--- src/rtl/rbm_sched_pkg.sv ---
// Shared definitions for the RBM Gibbs sampling scheduler, layer engine and host sequencer.
// Holds the state encoding, the pass direction constants and small state helpers.
package rbm_sched_pkg;

  localparam int unsigned STATE_W = 3;

  localparam logic [STATE_W-1:0] ENC_IDLE       = 3'd0;
  localparam logic [STATE_W-1:0] ENC_UP_ISSUE   = 3'd1;
  localparam logic [STATE_W-1:0] ENC_UP_WAIT    = 3'd2;
  localparam logic [STATE_W-1:0] ENC_DOWN_ISSUE = 3'd3;
  localparam logic [STATE_W-1:0] ENC_DOWN_WAIT  = 3'd4;
  localparam logic [STATE_W-1:0] ENC_DONE       = 3'd5;

  typedef enum logic [STATE_W-1:0] {
    ST_IDLE       = ENC_IDLE,
    ST_UP_ISSUE   = ENC_UP_ISSUE,
    ST_UP_WAIT    = ENC_UP_WAIT,
    ST_DOWN_ISSUE = ENC_DOWN_ISSUE,
    ST_DOWN_WAIT  = ENC_DOWN_WAIT,
    ST_DONE       = ENC_DONE
  } sched_state_e;

  // Engine pass direction: up is visible->hidden, down is hidden->visible.
  localparam logic DIR_UP   = 1'b0;
  localparam logic DIR_DOWN = 1'b1;

  function automatic logic is_issue(input sched_state_e s);
    return (s == ST_UP_ISSUE) || (s == ST_DOWN_ISSUE);
  endfunction

  function automatic logic is_wait(input sched_state_e s);
    return (s == ST_UP_WAIT) || (s == ST_DOWN_WAIT);
  endfunction

endpackage

--- src/rtl/rbm_pass_watchdog.sv ---
// Per-pass watchdog: counts enabled cycles since the last clear and flags the
// last allowed cycle so the scheduler can abandon a stuck engine pass.
module rbm_pass_watchdog #(
  parameter int unsigned timeout_cycles = 1024
) (
  input  logic clock,
  input  logic reset,
  input  logic clear,
  input  logic enable,
  output logic expired_c
);

  localparam int unsigned CNT_W = $clog2(timeout_cycles + 1);
  localparam logic [CNT_W-1:0] CNT_LAST = CNT_W'(timeout_cycles - 1);
  localparam logic [CNT_W-1:0] CNT_SAT  = CNT_W'(timeout_cycles);

  logic [CNT_W-1:0] cnt_q, cnt_d;

  // Saturating count so a held enable can never wrap back into range.
  always_comb begin
    cnt_d = cnt_q;
    if (clear) begin
      cnt_d = '0;
    end else if (enable && (cnt_q != CNT_SAT)) begin
      cnt_d = cnt_q + CNT_W'(1);
    end
  end

  always_ff @(posedge clock or posedge reset) begin
    if (reset) begin
      cnt_q <= '0;
    end else begin
      cnt_q <= cnt_d;
    end
  end

  // Asserted in the timeout_cycles-th enabled cycle after a clear.
  assign expired_c = enable && (cnt_q == CNT_LAST);

endmodule

--- src/rtl/rbm_gibbs_scheduler.sv ---
// Time-shares one RBM layer engine between up and down passes to run k-step
// Gibbs sampling, returning the final visible and hidden samples to the host.
module rbm_gibbs_scheduler
  import rbm_sched_pkg::*;
#(
  parameter int unsigned visible_dim    = 15,
  parameter int unsigned hidden_dim     = 5,
  parameter int unsigned io_dim         = 15,
  parameter int unsigned step_bits      = 4,
  parameter int unsigned timeout_cycles = 1024
) (
  input  logic                   clock,
  input  logic                   reset,
  input  logic                   start,
  input  logic [step_bits-1:0]   num_steps,
  input  logic [visible_dim-1:0] vis_in,
  input  logic                   abort,
  output logic                   busy,
  output logic                   done,
  output logic                   error,
  output logic [visible_dim-1:0] vis_out,
  output logic [hidden_dim-1:0]  hid_out,
  output logic                   eng_start,
  output logic                   eng_dir,
  output logic [io_dim-1:0]      eng_in,
  input  logic                   eng_done,
  input  logic [io_dim-1:0]      eng_out
);

  sched_state_e state_q, state_d;

  logic [visible_dim-1:0] v_q, v_d;
  logic [hidden_dim-1:0]  h_q, h_d;
  logic [step_bits-1:0]   k_q, k_d;
  logic [step_bits-1:0]   step_q, step_d;
  logic                   error_q, error_d;
  logic                   busy_q, busy_d;
  logic                   done_q, done_d;
  logic [visible_dim-1:0] vis_out_q, vis_out_d;
  logic [hidden_dim-1:0]  hid_out_q, hid_out_d;
  logic                   eng_start_q, eng_start_d;
  logic                   eng_dir_q, eng_dir_d;
  logic [io_dim-1:0]      eng_in_q, eng_in_d;

  logic wd_clear;
  logic wd_enable;
  logic wd_expired_c;

  // Watchdog restarts for every pass and only runs while waiting on the engine.
  assign wd_clear  = is_issue(state_q) || (state_q == ST_IDLE);
  assign wd_enable = is_wait(state_q);

  rbm_pass_watchdog #(
    .timeout_cycles(timeout_cycles)
  ) u_watchdog (
    .clock    (clock),
    .reset    (reset),
    .clear    (wd_clear),
    .enable   (wd_enable),
    .expired_c(wd_expired_c)
  );

  always_comb begin
    state_d     = state_q;
    v_d         = v_q;
    h_d         = h_q;
    k_d         = k_q;
    step_d      = step_q;
    error_d     = error_q;
    vis_out_d   = vis_out_q;
    hid_out_d   = hid_out_q;
    eng_dir_d   = eng_dir_q;
    eng_in_d    = eng_in_q;
    busy_d      = 1'b0;
    done_d      = 1'b0;
    eng_start_d = 1'b0;

    // Abort outranks engine completion and timeout; partial results are dropped.
    if (abort && (state_q != ST_IDLE)) begin
      state_d = ST_IDLE;
    end else begin
      case (state_q)
        ST_IDLE: begin
          if (start) begin
            v_d     = vis_in;
            k_d     = num_steps;
            step_d  = '0;
            error_d = 1'b0;
            state_d = ST_UP_ISSUE;
          end
        end
        ST_UP_ISSUE: begin
          state_d = ST_UP_WAIT;
        end
        ST_UP_WAIT: begin
          if (eng_done) begin
            h_d     = eng_out[hidden_dim-1:0];
            state_d = (step_q == k_q) ? ST_DONE : ST_DOWN_ISSUE;
          end else if (wd_expired_c) begin
            error_d = 1'b1;
            state_d = ST_DONE;
          end
        end
        ST_DOWN_ISSUE: begin
          state_d = ST_DOWN_WAIT;
        end
        ST_DOWN_WAIT: begin
          if (eng_done) begin
            v_d     = eng_out[visible_dim-1:0];
            step_d  = step_q + step_bits'(1);
            state_d = ST_UP_ISSUE;
          end else if (wd_expired_c) begin
            error_d = 1'b1;
            state_d = ST_DONE;
          end
        end
        ST_DONE: begin
          state_d = ST_IDLE;
        end
        default: begin
          state_d = ST_IDLE;
        end
      endcase
    end

    // Outputs are registered from the next state so they line up with it.
    busy_d      = (state_d != ST_IDLE);
    done_d      = (state_d == ST_DONE);
    eng_start_d = is_issue(state_d);

    if (state_d == ST_UP_ISSUE) begin
      eng_dir_d = DIR_UP;
      eng_in_d  = io_dim'(v_d);
    end
    if (state_d == ST_DOWN_ISSUE) begin
      eng_dir_d = DIR_DOWN;
      eng_in_d  = io_dim'(h_d);
    end
    if (state_d == ST_DONE) begin
      vis_out_d = v_d;
      hid_out_d = h_d;
    end
  end

  always_ff @(posedge clock or posedge reset) begin
    if (reset) begin
      state_q     <= ST_IDLE;
      v_q         <= '0;
      h_q         <= '0;
      k_q         <= '0;
      step_q      <= '0;
      error_q     <= 1'b0;
      busy_q      <= 1'b0;
      done_q      <= 1'b0;
      vis_out_q   <= '0;
      hid_out_q   <= '0;
      eng_start_q <= 1'b0;
      eng_dir_q   <= DIR_UP;
      eng_in_q    <= '0;
    end else begin
      state_q     <= state_d;
      v_q         <= v_d;
      h_q         <= h_d;
      k_q         <= k_d;
      step_q      <= step_d;
      error_q     <= error_d;
      busy_q      <= busy_d;
      done_q      <= done_d;
      vis_out_q   <= vis_out_d;
      hid_out_q   <= hid_out_d;
      eng_start_q <= eng_start_d;
      eng_dir_q   <= eng_dir_d;
      eng_in_q    <= eng_in_d;
    end
  end

  assign busy      = busy_q;
  assign done      = done_q;
  assign error     = error_q;
  assign vis_out   = vis_out_q;
  assign hid_out   = hid_out_q;
  assign eng_start = eng_start_q;
  assign eng_dir   = eng_dir_q;
  assign eng_in    = eng_in_q;

endmodule

--- config.mk ---
export PLATFORM = sky130hd
export DESIGN_NAME = rbm_gibbs_scheduler
export DESIGN_NICKNAME = d
export VERILOG_FILES = /design/src/rtl/rbm_sched_pkg.sv /design/src/rtl/rbm_pass_watchdog.sv /design/src/rtl/rbm_gibbs_scheduler.sv
export SDC_FILE = /design/constraint.sdc
export NUM_CORES = 1
export LEC_CHECK = 0
export CORE_ASPECT_RATIO = 1.5
export CORE_MARGIN = 3
export CORE_UTILIZATION = 46
export CTS_CLUSTER_DIAMETER = 80
export DETAILED_ROUTE_END_ITERATION = 10
export PLACE_DENSITY = 0.8
export SLEW_MARGIN = 5
export SYNTH_ARGS = -nofsm -noshare
export SYNTH_HDL_FRONTEND = slang
export SYNTH_SLANG_ARGS = --single-unit
--- constraint.sdc ---
create_clock -name clock -period 2.7 [get_ports clock]
set_clock_uncertainty 0.2 [all_clocks]
set_input_delay 0.27 -clock clock [delete_from_list [all_inputs] [get_ports clock]]
set_output_delay 0.27 -clock clock [all_outputs]
set_load 0.02 [all_outputs]
==> metrics <==
hold buffers post-CTS 0; WL/cell between 15 and 20 um; share of post-route cells with drive strength above 1 11.7%; core area ~0.0077 mm2; utilization after layout 64.1%; placed insts 514; element type at the critical path end register; post-synthesis compound-gate area fraction 15.1%; Initial Utilization a little under half; Final period util about nine tenths; WS Path Type reg2reg; Post-DP HPWL 6140 um; max-slew violation count 0; Row Count 39; total wire length between 8000 and 9000 um; async set-reset flop share out of synthesis 100%; CTS H-tree lvls 3; Clock Sinks a little over 80; initial detailed-routing violation count ~170; Max clock buf depth 2; Ports 79; first-pass GRT wire length about 15000 um; Worst VDD drop 0.747 mV; share of synthesized area spent on multiplexers around 4%; total grt overflow 0; DRC violations left 0; worst slew pin tran between 500 and 600 ps; Synth Area in Adders 1.34%; EDFF count, synth 0; TritonCTS clock tree built; largest family of logic cells by synthesized area simple AND/OR/NAND/NOR gates; largest net degree at the start of global routing 83; DIE WIDTH ~80 um; Final Hold Fails 0; Max Freq around 400 MHz; Mapped Cells ~340; Crit Path Max Fanout 17; total CTS buffers 9; vias in the first global route 3027; initial antenna violation count 0; post-synthesis simple-gate area fraction around 16%; overall power around 5.6 mW; Netlist cell types between 40 and 50; Layout Nets between 400 and 500; worst relative slew slack 60.3%; Yosys reg bits a little over 80; CTS resizes 0; die area 0.00904 mm2; RSZ-0062 raised after global routing false; CP required 2720 ps; CTS Root Cell clkbuf_16; outcome finished clean; Placer Congestion around 0.83; Tmin final about 2500 ps; vias per inst 5.42; Die Y between 100 and 150 um; latest clock arrival within the worst-skew pair approximately 340 ps; Pleak ~2.3 nW; Mapped Area 0.00364 mm2; Final setup viols 0; Post-Synth XOR/XNOR Area 3.37%; All-Layer GR Usage between 20% and 30%; maxcap violations 0; postcts setup bufs 0; power density cells ~1100 mW/mm2; syn_nets between 300 and 400; R2R cell count 7; Pre-antenna DRT Iters 4; Synth Area per Inst around 11 um2; clock slew at reported path FFs ~60 ps; YS warnings 0; critical path arrival around 2500 ps; via count roughly 2.9k; buffers added on ports slightly below 80; Hold Path Class in2async; diode count 0; antenna viol nets, final 0; final std cells w/o fill between 500 and 600; prevailing post-synth register cell dfrtp_1; sequential fraction of the synthesis area between 50% and 60%; startpoint types register; Synth-to-Final Area Change 34.9%
==> metrics by stage <==
step	area [um2]	hold slack [ps]	setup WS [ps]	TNS (ps)
6_report	4910	135	229	0
5_1_grt	4910	187	5.07	0
4_1_cts	4910	180	232	0
3_5_place_dp	4580	266	-57.2	-364
3_3_place_gp	4580	259	51.0	0
2_1_floorplan	3640	175	122	0
==> where the power goes <==
part           total, mW  switching (mW)  internal [mW]
Combinational       2.33            1.23           1.11
Clock               1.32           0.485          0.836
Sequential          1.99           0.297           1.69
==> logic make-up after synthesis <==
logic type      after synthesis
buf+inv                      28
fa+ha+maj                     4
simple gates                122
flops                        82
mux                          13
xor+xnor                     14
compound gates               78
==> layer usage <==
metal / track usage (%) / share of wire, %
met3: 3.84 / 3.8
met5: 0 / 0
met2: 37.0 / 55
met1: 24.7 / 39
met4: 9.57 / 2.5
==> cell type report <==
cell class | count | area, um2
Clock buffer | 10 | 239
Clock inverter | 6 | 90.1
Fill cell | 615 | 2750
Inverter | 9 | 35.0
Multi-Input combinational cell | 231 | 1460
Sequential cell | 82 | 2050
Tap cell | 102 | 128
Timing Repair Buffer | 90 | 908
==> registers in the layout, summed over array words and instances, names as in the netlist, 3 cells and up <==
register,flops
u_watchdog.cnt_q,11
vis_out,15
hid_out,5
h_q,5
v_q,15
state_q,3
eng_in,15
k_q,4
step_q,4
==> cell usage in the layout (no fill, tap or decap), types with 9 or more instances in the layout <==
cell type,count
dfrtp_1,82
clkdlybuf4s50_1,78
nor2_1,48
nand2_1,35
a21o_1,26
o21ai_1,16
a22oi_1,16
mux2_2,12
clkbuf_16,9
buf_4,9
==> cell usage after synthesis (3+ instances only) <==
| master | instances | area share (%) |
|---|---|---|
| dfrtp_1 | 82 | 56 |
| nor2_1 | 48 | 5.0 |
| nand2_1 | 35 | 3.6 |
| a21o_1 | 26 | 5.4 |
| a22oi_1 | 16 | 3.3 |
| o21ai_1 | 16 | 2.2 |
| mux2_2 | 12 | 3.7 |
| clkbuf_1 | 9 | 0.93 |
| inv_1 | 9 | 0.93 |
| xor2_1 | 8 | 1.9 |
| nand3_1 | 7 | 0.96 |
| xnor2_1 | 6 | 1.4 |
| a221o_1 | 5 | 1.4 |
| buf_2 | 5 | 0.69 |
| a21oi_1 | 4 | 0.55 |
| o21ai_0 | 4 | 0.55 |
| or3_1 | 4 | 0.69 |
| a22o_1 | 3 | 0.72 |
| ha_1 | 3 | 1.0 |
| nand3b_1 | 3 | 0.62 |
| nor3_1 | 3 | 0.41 |
| nor4b_1 | 3 | 0.72 |
==> worst max-delay path, cell delays in order, from the launching register on <==
cell and delay [ps]:
dfrtp_1 400, ha_1 220, nand4b_1 160, nor3_1 240, a22oi_1 150, or3b_1 450, buf_12 180, a221o_1 350
==> path summary, 6_finish.rpt <==
check / slack [ps] / endpoint / from
max in group asynchronous: 1820 / error$_DFFE_PP0P_ / reset
worst max-delay path: 230 / eng_in[0]$_DFFE_PP0P_ / u_watchdog.cnt_q[0]$_DFFE_PP0P_
min in group clock: 260 / k_q[0]$_DFFE_PP0P_ / num_steps[0]
worst min register to register: 280 / v_q[8]$_DFF_PP0_ / v_q[8]$_DFF_PP0_
worst max register to register: 230 / eng_in[0]$_DFFE_PP0P_ / u_watchdog.cnt_q[0]$_DFFE_PP0P_
worst min-delay path: 130 / eng_dir$_DFFE_PP0P_ / reset
No activity file was read; power rests on OpenSTA's default activity.
==> variant 1, RTL diff (same flow settings) <==
`h_q` no longer has a reset.
--- a/src/rtl/rbm_gibbs_scheduler.sv
+++ b/src/rtl/rbm_gibbs_scheduler.sv
@@ -146,7 +146,6 @@
     if (reset) begin
       state_q     <= ST_IDLE;
       v_q         <= '0;
-      h_q         <= '0;
       k_q         <= '0;
       step_q      <= '0;
       error_q     <= 1'b0;
@@ -160,7 +159,6 @@
     end else begin
       state_q     <= state_d;
       v_q         <= v_d;
-      h_q         <= h_d;
       k_q         <= k_d;
       step_q      <= step_d;
       error_q     <= error_d;
@@ -174,6 +172,10 @@
     end
   end
 
+  always_ff @(posedge clock) begin
+    h_q <= h_d;
+  end
+
   assign busy      = busy_q;
   assign done      = done_q;
   assign error     = error_q;
Function: same outputs for any inputs over 10 cycles, from zero or initial values and one cycle with reset high; that may be too few to reach the edited logic, so the function may still have changed.
==> variant 1 against the original RTL <==
- core utilization grew 0.25 points
- wire length grew 4.9%
- sequential cell count did not move
- synthesized area is 0.69% lower
- die area down 0.64%
- power is 0.73% higher
- sequential share of layout area fell by 0.40 points
- cell area down 0.25%
- worst setup slack lost 0.10 ns
- critical endpoint is now eng_in[11]
- cell count is 0.75% higher
==> variant 1: results <==
metrics = {
    "clocking": {
        "cts_resized": 0,
        "clkTransAtPathRegs_ns": 0.06,
        "post_cts.repair.setup_buffers": 0,
        "cts_htree_levels": 3,
        "ctsRootBufferMaster": "sky130_fd_sc_hd__clkbuf_16",
        "cts_buffers": 9,
        "worst_skew_pair.late_latency_ns": 0.33,
        "clockBufferDepth": 2,
    },
    "final_layout": {
        "post_route_cells_drive_above_1_share": 0.1250,
        "fillerInstances": 623,
        "antenna_cells": 0,
        "fin_nets": 469,
    },
    "placement": {
        "dp_hpwl_um": 6506,
        "postPlaceCellArea_um2": 4572,
        "io_buffers": 78,
        "finalWeightedCongestion": 0.8515,
    },
    "yosys": {
        "async_reset_ff_frac": 0.9390,
        "synth.area.mux_share": 0.04015,
        "synth-adder-area-share": 0.01350,
        "synthesis.yosys.warnings": 0,
        "post_synth_main_area_contributors": "sky130_fd_sc_hd__dfrtp_1 53%, sky130_fd_sc_hd__a21o_1 5.4%, sky130_fd_sc_hd__nor2_1 5.0%, sky130_fd_sc_hd__mux2_2 3.7%, sky130_fd_sc_hd__nand2_1 3.6%",
        "synth.lib_cells_used.distinct": 44,
        "synth.net_count": 383,
        "synth_compound_gate_area_share": 0.1520,
        "synth.top_cells.by_count": "77 x sky130_fd_sc_hd__dfrtp_1, 48 x sky130_fd_sc_hd__nor2_1, 35 x sky130_fd_sc_hd__nand2_1",
        "synth_xor_xnor_area_share": 0.03392,
        "synthFlopType": "sky130_fd_sc_hd__dfrtp_1",
        "synth_seq_area_share": 0.5607,
    },
    "worst_setup_path": {
        "setup.worst_path.start": "u_watchdog.cnt_q[0]",
        "worst_path_largest_cell_delay_ns": 0.60,
        "timing.critical_path.arrival_ns": 2.59,
        "cpLargestDelayFamily": "simple AND/OR/NAND/NOR gates",
        "crit_path_max_fanout": 9,
        "critical-path-slowest-cell": "sky130_fd_sc_hd__or3b_1",
    },
    "run_status": {
        "run_status": "complete, no violations",
    },
    "timing": {
        "slew_headroom": 0.6714,
    },
    "power": {
        "highest_ir_drop_seen_on_vdd_v": 0.0006594,
        "power_leakage_nw": 2.281,
    },
    "route": {
        "total_number_of_vias": 2893,
        "postRouteWirelength_um": 9195,
        "detailedRoute.firstIterationViolations": 155,
        "detail_route.first_pass.iterations": 4,
    },
    "grt": {
        "grt.total_usage": 0.2126,
        "antenna_violations_before_repair": 0,
        "grt_start_max_net_pins": 57,
        "grt_first_pass_wirelength_um": 14570,
        "vias_in_the_first_global_route": 3014,
    },
    "hold_path": {
        "holdCritPathClass": "in2async",
    },
}
variant 1: changes by cell type after synthesis:
cell	unedited run	this run
sky130_fd_sc_hd__dfxtp_1	0	5
sky130_fd_sc_hd__dfrtp_1	82	77
variant 1: worst paths after layout:
kind	end	slack, ns	depth (start not counted)
min in group clock	k_q[0]	0.27	3
worst max-delay path	eng_in[11]	0.13	7
worst max register to register	eng_in[11]	0.13	7
worst min register to register	eng_in[13]	0.28	1
max in group asynchronous	vis_out[1]	1.57	3
worst min-delay path	k_q[2]	0.08	2
variant 1: power breakdown:
| group | internal, mW | total, mW | switching, mW | leakage (nW) |
|---|---|---|---|---|
| sequential | 1.69 | 2.01 | 0.316 | 1.04 |
| combinational | 1.13 | 2.38 | 1.25 | 1.09 |
| clock | 0.813 | 1.30 | 0.487 | 0.145 |
variant 1: per-layer routing:
metal / wire length [um] / vias up / GRT usage
li1: - / 1353 / -
met1: 3381 / 1427 / 0.2306
met2: 5123 / 85 / 0.3856
met3: 356 / 28 / 0.04567
met4: 334 / 0 / 0.1085
met5: 0 / - / 0
variant 1: area by class of cell:
type                    instances  area, um^2  area share
multi-input cells             231        1463      0.2987
clock buffers                  10       229.0     0.04676
clock inverters                 6       91.34     0.01865
inverters                       9       33.78    0.006898
well taps                     102       127.6     0.02606
flip-flops and latches         82        2027      0.4139
repair buffers                 94       925.9      0.1891
variant 1: per-stage QoR:
stage               setup WS [ns]  utilization  power [mW]  std cells  TNS, ns
finish                     0.1285       0.6433       5.685        534        0
global placement         0.003269       0.6006       4.293        518        0
global route              0.01853       0.6433       6.000        534        0
CTS                       0.09779       0.6427       5.718        534        0
detailed placement       -0.05775       0.6006       4.375        518  -0.5528
floorplan                  0.2633            -       3.384        341        0
==> variant 2, RTL diff (config.mk and constraints unchanged) <==
Made on the original files. Change the package constant `STATE_W` from 3 to 5.
--- a/src/rtl/rbm_sched_pkg.sv
+++ b/src/rtl/rbm_sched_pkg.sv
@@ -2,7 +2,7 @@
 // Holds the state encoding, the pass direction constants and small state helpers.
 package rbm_sched_pkg;
 
-  localparam int unsigned STATE_W = 3;
+  localparam int unsigned STATE_W = 5;
 
   localparam logic [STATE_W-1:0] ENC_IDLE       = 3'd0;
   localparam logic [STATE_W-1:0] ENC_UP_ISSUE   = 3'd1;
Behaviour: no difference found for any inputs over 10 cycles, from zero or initial values and one cycle with reset high; that may be too few to reach the edited logic, so the function may still have changed.
==> variant 2 against the original RTL <==
- wire length rose by 8.2%
- via count rose by 6.5%
- maximum frequency fell by 6.1%
- worst setup slack worse by 0.16 ns
- synthesized area rose by 4.2%
- sequential cell count up 2
- core utilization is 1.7 points higher
- global-route usage is 0.73 points higher
- cell area increased by 4.7%
- non-clock buffer count up 17
- largest cell class unchanged
Power is not compared: it rests on default switching activity, and its combinational part moved more than twofold at a synthesized area within 25%.
==> variant 2: results <==
metrics = {
    "run_status": {
        "run_status": "complete, no violations",
    },
    "grt": {
        "vias_in_the_first_global_route": 3332,
        "grt_first_pass_wirelength_um": 15560,
        "use_met1": 0.2449,
        "grtUsageMet3": 0.06738,
    },
    "route": {
        "total_number_of_vias": 3060,
        "detail_route.first_pass.iterations": 5,
        "detailedRoute.firstIterationViolations": 189,
        "wl_per_cell_um": 16.79,
    },
    "placement": {
        "postPlaceCellArea_um2": 4817,
        "dp_hpwl_um": 6772,
        "finalWeightedCongestion": 0.8216,
    },
    "worst_setup_path": {
        "crit_path_max_fanout": 11,
        "reg2reg_setup_slack_ns": 0.07,
        "worst_path_largest_cell_delay_ns": 0.55,
        "timing.critical_path.arrival_ns": 2.65,
        "critical-path-slowest-cell": "sky130_fd_sc_hd__or4_4",
        "worst_r2r_path_depth": 8,
    },
    "yosys": {
        "synth_compound_gate_area_share": 0.1679,
        "synth.area.mux_share": 0.03365,
        "syn_area_per_cell_um2": 10.56,
        "post_synth_main_area_contributors": "sky130_fd_sc_hd__dfrtp_1 55%, sky130_fd_sc_hd__nor2_1 5.8%, sky130_fd_sc_hd__a21o_1 4.9%, sky130_fd_sc_hd__a21oi_1 3.2%, sky130_fd_sc_hd__a22oi_1 3.0%",
        "synth_seq_area_share": 0.5543,
        "synth.top_cells.by_count": "84 x sky130_fd_sc_hd__dfrtp_1, 59 x sky130_fd_sc_hd__nor2_1, 29 x sky130_fd_sc_hd__nand2_1",
        "synth.lib_cells_used.distinct": 52,
    },
    "final_layout": {
        "finish.cell_count_without_fillers": 565,
        "post_route_cells_drive_above_1_share": 0.1533,
        "fin_nets": 502,
    },
}
==> variant 2: cell types whose count changed after synthesis, sizes merged, moves of 5 or more <==
cell,change
a221o,-5
a21oi,+20
nor2,+11
nand4,+5
nand2,-5
o21ai,-9
xor2,-5
==> variant 2: final timing paths <==
| kind | from | end |
|---|---|---|
| max in group asynchronous | reset | eng_in[12] |
| min | reset | u_watchdog.cnt_q[4] |
| min in group clock | num_steps[3] | k_q[3] |
| max reg2reg | u_watchdog.cnt_q[0] | v_q[10] |
| min reg2reg | eng_in[6] | eng_in[6] |
| max | u_watchdog.cnt_q[0] | v_q[10] |
==> variant 2: power groups by stage <==
| stage | Sequential (mW) | Combinational (mW) | Clock, mW |
|---|---|---|---|
| 4_1_cts | 1.45 | 0.459 | 1.14 |
| 3_3_place_gp | 1.46 | 0.441 | 0 |
| 6_report | 1.45 | 0.456 | 1.12 |
| 3_5_place_dp | 1.47 | 0.454 | 0 |
| 5_1_grt | 1.46 | 0.498 | 1.19 |
| 2_1_floorplan | 1.51 | 0.184 | 0 |
==> variant 2: per-layer routing <==
layer,vias up,share of wire
met5,-,0
met4,0,0.022
met3,18,0.056
met2,97,0.53
met1,1494,0.39
li1,1451,-
==> variant 2: final cells by class <==
class                   instances  area, um^2
fillers                       622        2668
multi-input cells             251        1597
clock inverters                 1       8.758
flip-flops and latches         84        2105
clock buffers                  13       260.3
well taps                     102       127.6
repair buffers                107        1015
inverters                       7       27.53
==> variant 2: worst reg2reg max path, cell delays in order, from the launching register on <==
cell,delay (ns)
sky130_fd_sc_hd__dfrtp_1,0.36
sky130_fd_sc_hd__ha_2,0.20
sky130_fd_sc_hd__nand2_2,0.09
sky130_fd_sc_hd__or4_4,0.55
sky130_fd_sc_hd__a221oi_4,0.31
sky130_fd_sc_hd__o21ai_4,0.13
sky130_fd_sc_hd__or2_4,0.28
sky130_fd_sc_hd__buf_4,0.18
sky130_fd_sc_hd__a21o_1,0.20
==> variant 2: stage by stage <==
stage / utilization / worst slack (ns) / hold slack, ns / power, mW
floorplan: - / 0.06466 / 0.1754 / 1.696
detailed placement: 0.6170 / -0.07417 / 0.2658 / 1.924
finish: 0.6583 / 0.06799 / 0.01034 / 3.027
CTS: 0.6519 / 0.003368 / 0.01552 / 3.052
global route: 0.6583 / -0.01966 / 0.05491 / 3.156
global placement: 0.6170 / 0.001208 / 0.2596 / 1.906
==> variant 2: timing repair <==
item	CTS	global route
pin swaps	1	1
setup buffers	0	1
endpoints found under the setup margin	1	38
gates resized for setup	1	10
